### config.mk
export PLATFORM = sky130hd
export DESIGN_NAME = full_adder
export DESIGN_NICKNAME = d
export VERILOG_FILES = /design/src/rtl/full_adder.sv
export SDC_FILE = /design/constraint.sdc
export NUM_CORES = 1
export LEC_CHECK = 0
export ABC_CLOCK_PERIOD_IN_PS = 1000
export CAP_MARGIN = 15
export CORE_AREA = 3 3 40 42
export DETAILED_ROUTE_END_ITERATION = 8
export DIE_AREA = 0 0 43 45
export PLACE_DENSITY = 0.36
export SLEW_MARGIN = 5
export SYNTH_ARGS = -nofsm -noshare
export SYNTH_HDL_FRONTEND = slang
export SYNTH_SLANG_ARGS = --single-unit
### constraint.sdc
create_clock -name clk -period 1 [get_ports clk]
set_input_delay 0.2 -clock clk [delete_from_list [all_inputs] [get_ports clk]]
set_output_delay 0.2 -clock clk [all_outputs]
set_load 0.02 [all_outputs]
### src/rtl/full_adder.sv
// Purpose: registered WIDTH-bit ripple-carry full adder, {Co,S} = A + B + Cin.
// Latency: 1 clk from an accepted in_valid to out_valid with S/Co loaded.
// Backpressure: none; every accepted input yields exactly one output a cycle later.
//
// Ports:
//   clk, rst_n        rising-edge clock, asynchronous active-low reset
//   in_valid, A, B    operands captured on a clk edge when in_valid=1
//   Cin               carry-in into bit 0
//   S, Co             registered sum (low WIDTH bits) and carry-out (bit WIDTH)
//   out_valid         S/Co were loaded from a valid input on the last edge
module full_adder #(
  parameter int WIDTH = 1
) (
  input  logic             clk,
  input  logic             rst_n,
  input  logic             in_valid,
  input  logic [WIDTH-1:0] A,
  input  logic [WIDTH-1:0] B,
  input  logic             Cin,
  output logic [WIDTH-1:0] S,
  output logic             Co,
  output logic             out_valid
);

  logic [WIDTH-1:0] sum_bits;
  logic             carry;

  logic [WIDTH-1:0] s_d, s_q;
  logic             co_d, co_q;
  logic             out_valid_d, out_valid_q;

  // Ripple of 1-bit full-adder cells. The carry is carried as a scalar
  // variable through the loop so each stage sees the previous stage's c_i.
  always_comb begin
    sum_bits = '0;
    carry    = Cin;
    for (int i = 0; i < WIDTH; i++) begin
      sum_bits[i] = A[i] ^ B[i] ^ carry;
      carry       = (A[i] & B[i]) | (carry & (A[i] ^ B[i]));
    end
  end

  // With in_valid low the mux selects the held value, so unknown operands
  // never reach the result registers.
  always_comb begin
    s_d         = s_q;
    co_d        = co_q;
    out_valid_d = 1'b0;
    if (in_valid) begin
      s_d         = sum_bits;
      co_d        = carry;
      out_valid_d = 1'b1;
    end
  end

  always_ff @(posedge clk or negedge rst_n) begin
    if (!rst_n) begin
      s_q         <= '0;
      co_q        <= 1'b0;
      out_valid_q <= 1'b0;
    end else begin
      s_q         <= s_d;
      co_q        <= co_d;
      out_valid_q <= out_valid_d;
    end
  end

  assign S         = s_q;
  assign Co        = co_q;
  assign out_valid = out_valid_q;

endmodule

==> metrics <==
synth warn 0; final period utilization between 90% and 100%; RSZ-0062 raised after global routing false; Critical Path Sink Type flip-flop; total negative slack 0 ps; GRT met3 Usage between 5 and 6%; met1 usage approximately 3.7%; switching fraction of total power 24.3%; Initial Util 9.15%; Final #Nets 26; fin. max-slew vios 0; Initial DRC Count 1; die area about 0.0019 mm^2; Vias/cell 2.94; drt wl/cell about 8.3 um; crit path kind primary input to flip-flop; Post-DP Area 216 um^2; die height about 45 um; area grow syn2layout 93.6%; Cell variety after synth 3; GR peak layer met4; filler instances 149; Inserted Clock Buffers 3; grt total ovfl 0; routability cong. 0.572; Leak roughly 0.10 nW; Max Root-Sink Buffers 2; Detailed Place HPWL between 200 and 250 um; NetSw between 0.1 and 0.15 mW; Initial DRT Pass Iterations 2; Final Critical Period 977 ps; #FFs+latches synth 3; pre-CTS setup slack -500 ps; Int Power between 0.3 and 0.4 mW; P per Cell Area 1910 mW/mm^2; final setup margin around 23 ps; Synth Instances 6; Post-Route Skew 0 ps; CP required 1110 ps; htree depth 1; Mapped Avg Cell Area 19.6 um^2; Clk pwr share approximately half; DRC viols 0; Port Buffers 8; met2 Track Usage GR about 3.6%; sequential power share approximately a third; vias in the first global route 118; Via Count 97; post-route non-filler standard cell count 33; relative slew slack 90.7%; DRT antenna net count 0; Worst Setup Start Kind primary input; CTS clk-pin slew, worst paths 40 ps; worst-path fanout max 1; Clock Latency Late Sink 230 ps; Final Power about 0.44 mW; Post-Route WL 275 um; largest net degree at the start of global routing 4; CTS sink count 3; net count after synthesis 13; number of max-cap violations 0; Final Setup Violations 0; hold slack 152 ps; Core Region 0.00128 mm^2; dpl cells 29; endpoints failing hold 0; CTS tree built; CTS Hold Bufs 0; maximum vdd drop 370 uV; Worst Path Arrival 1090 ps; layout cells sized above 1 55.6%; Worst-Margin Slew 139 ps; Logic pwr share 18.6%; post-route cell area approximately 230 um^2; row count 13; Post CTS Setup Buffer Count 0; max frequency between 1000 and 1500 MHz; post-synthesis sequential area ratio 63.8%; Hold Path Class primary input to async pin; die width 43 um; most frequent cells in the layout dfrtp_1 (3), clkbuf_4 (3), buf_2 (3); status completed; gr usage total 4.43%; Core Util, Final 17.7%; wire length of the first global-routing pass around 490 um; # diodes 0; initial antenna violation count 0; Top Ports 9; CTS Root Cell clkbuf_4; Reg2Reg Setup Slack 250 ps; cell area after synthesis 118 um^2; worst reg2reg path startpoint S; worst setup path start Cin
worst max-delay path, stage by stage:
cell	delay, ps
clkdlybuf4s15_1	180
fa_1	450
mux2_4	260
power groups by stage:
stage	Sequential [mW]	Clock, mW	Combinational (mW)
after detailed placement	0.147	0	0.0942
after CTS	0.145	0.223	0.0831
final	0.145	0.210	0.0808
after floorplan	0.165	0	0.0159
after global placement	0.146	0	0.0942
after global routing	0.146	0.235	0.0874
final cells by class:
type,count,area (um^2),area share (%)
Clock buffer,4,26.3,11.5
Sequential cell,3,75.1,33.0
Timing Repair Buffer,8,61.3,26.9
Tap cell,15,18.8,8.24
Multi-Input combinational cell,3,46.3,20.3
sequential cells by signal, indices dropped and copies added, names as in the netlist:
| name | cells |
|---|---|
| Co | 1 |
| S | 1 |
| out_valid | 1 |
cells by family after synthesis:
family | share of synthesized area (%)
multiplexers | 19.1
flip-flops | 63.8
adder cells (fa/ha/maj) | 17.0
cells in the mapped netlist:
cell type,n,share of area [%]
fa_1,1,17
dfrtp_1,3,64
mux2_2,2,19
worst paths after layout:
kind / cells past startpoint / end
max in group asynchronous: 1 / Co
max: 3 / S
min in group clk: 3 / S
min: 1 / S
max reg2reg: 1 / S
min reg2reg: 1 / Co
routing by layer:
layer  wire (um)  vias to the layer above  share of wire [%]
met3          57                        0                 21
met1         128                       45                 47
met4           0                        0                  0
li1            -                       43                  -
met5           0                        -                  0
met2          89                        9                 32
what timing repair did:
item,CTS,global route
setup endpoints to repair,5,1
resized for setup,20,1
pin swaps,1,1
Power figures use the tool's default switching activity.
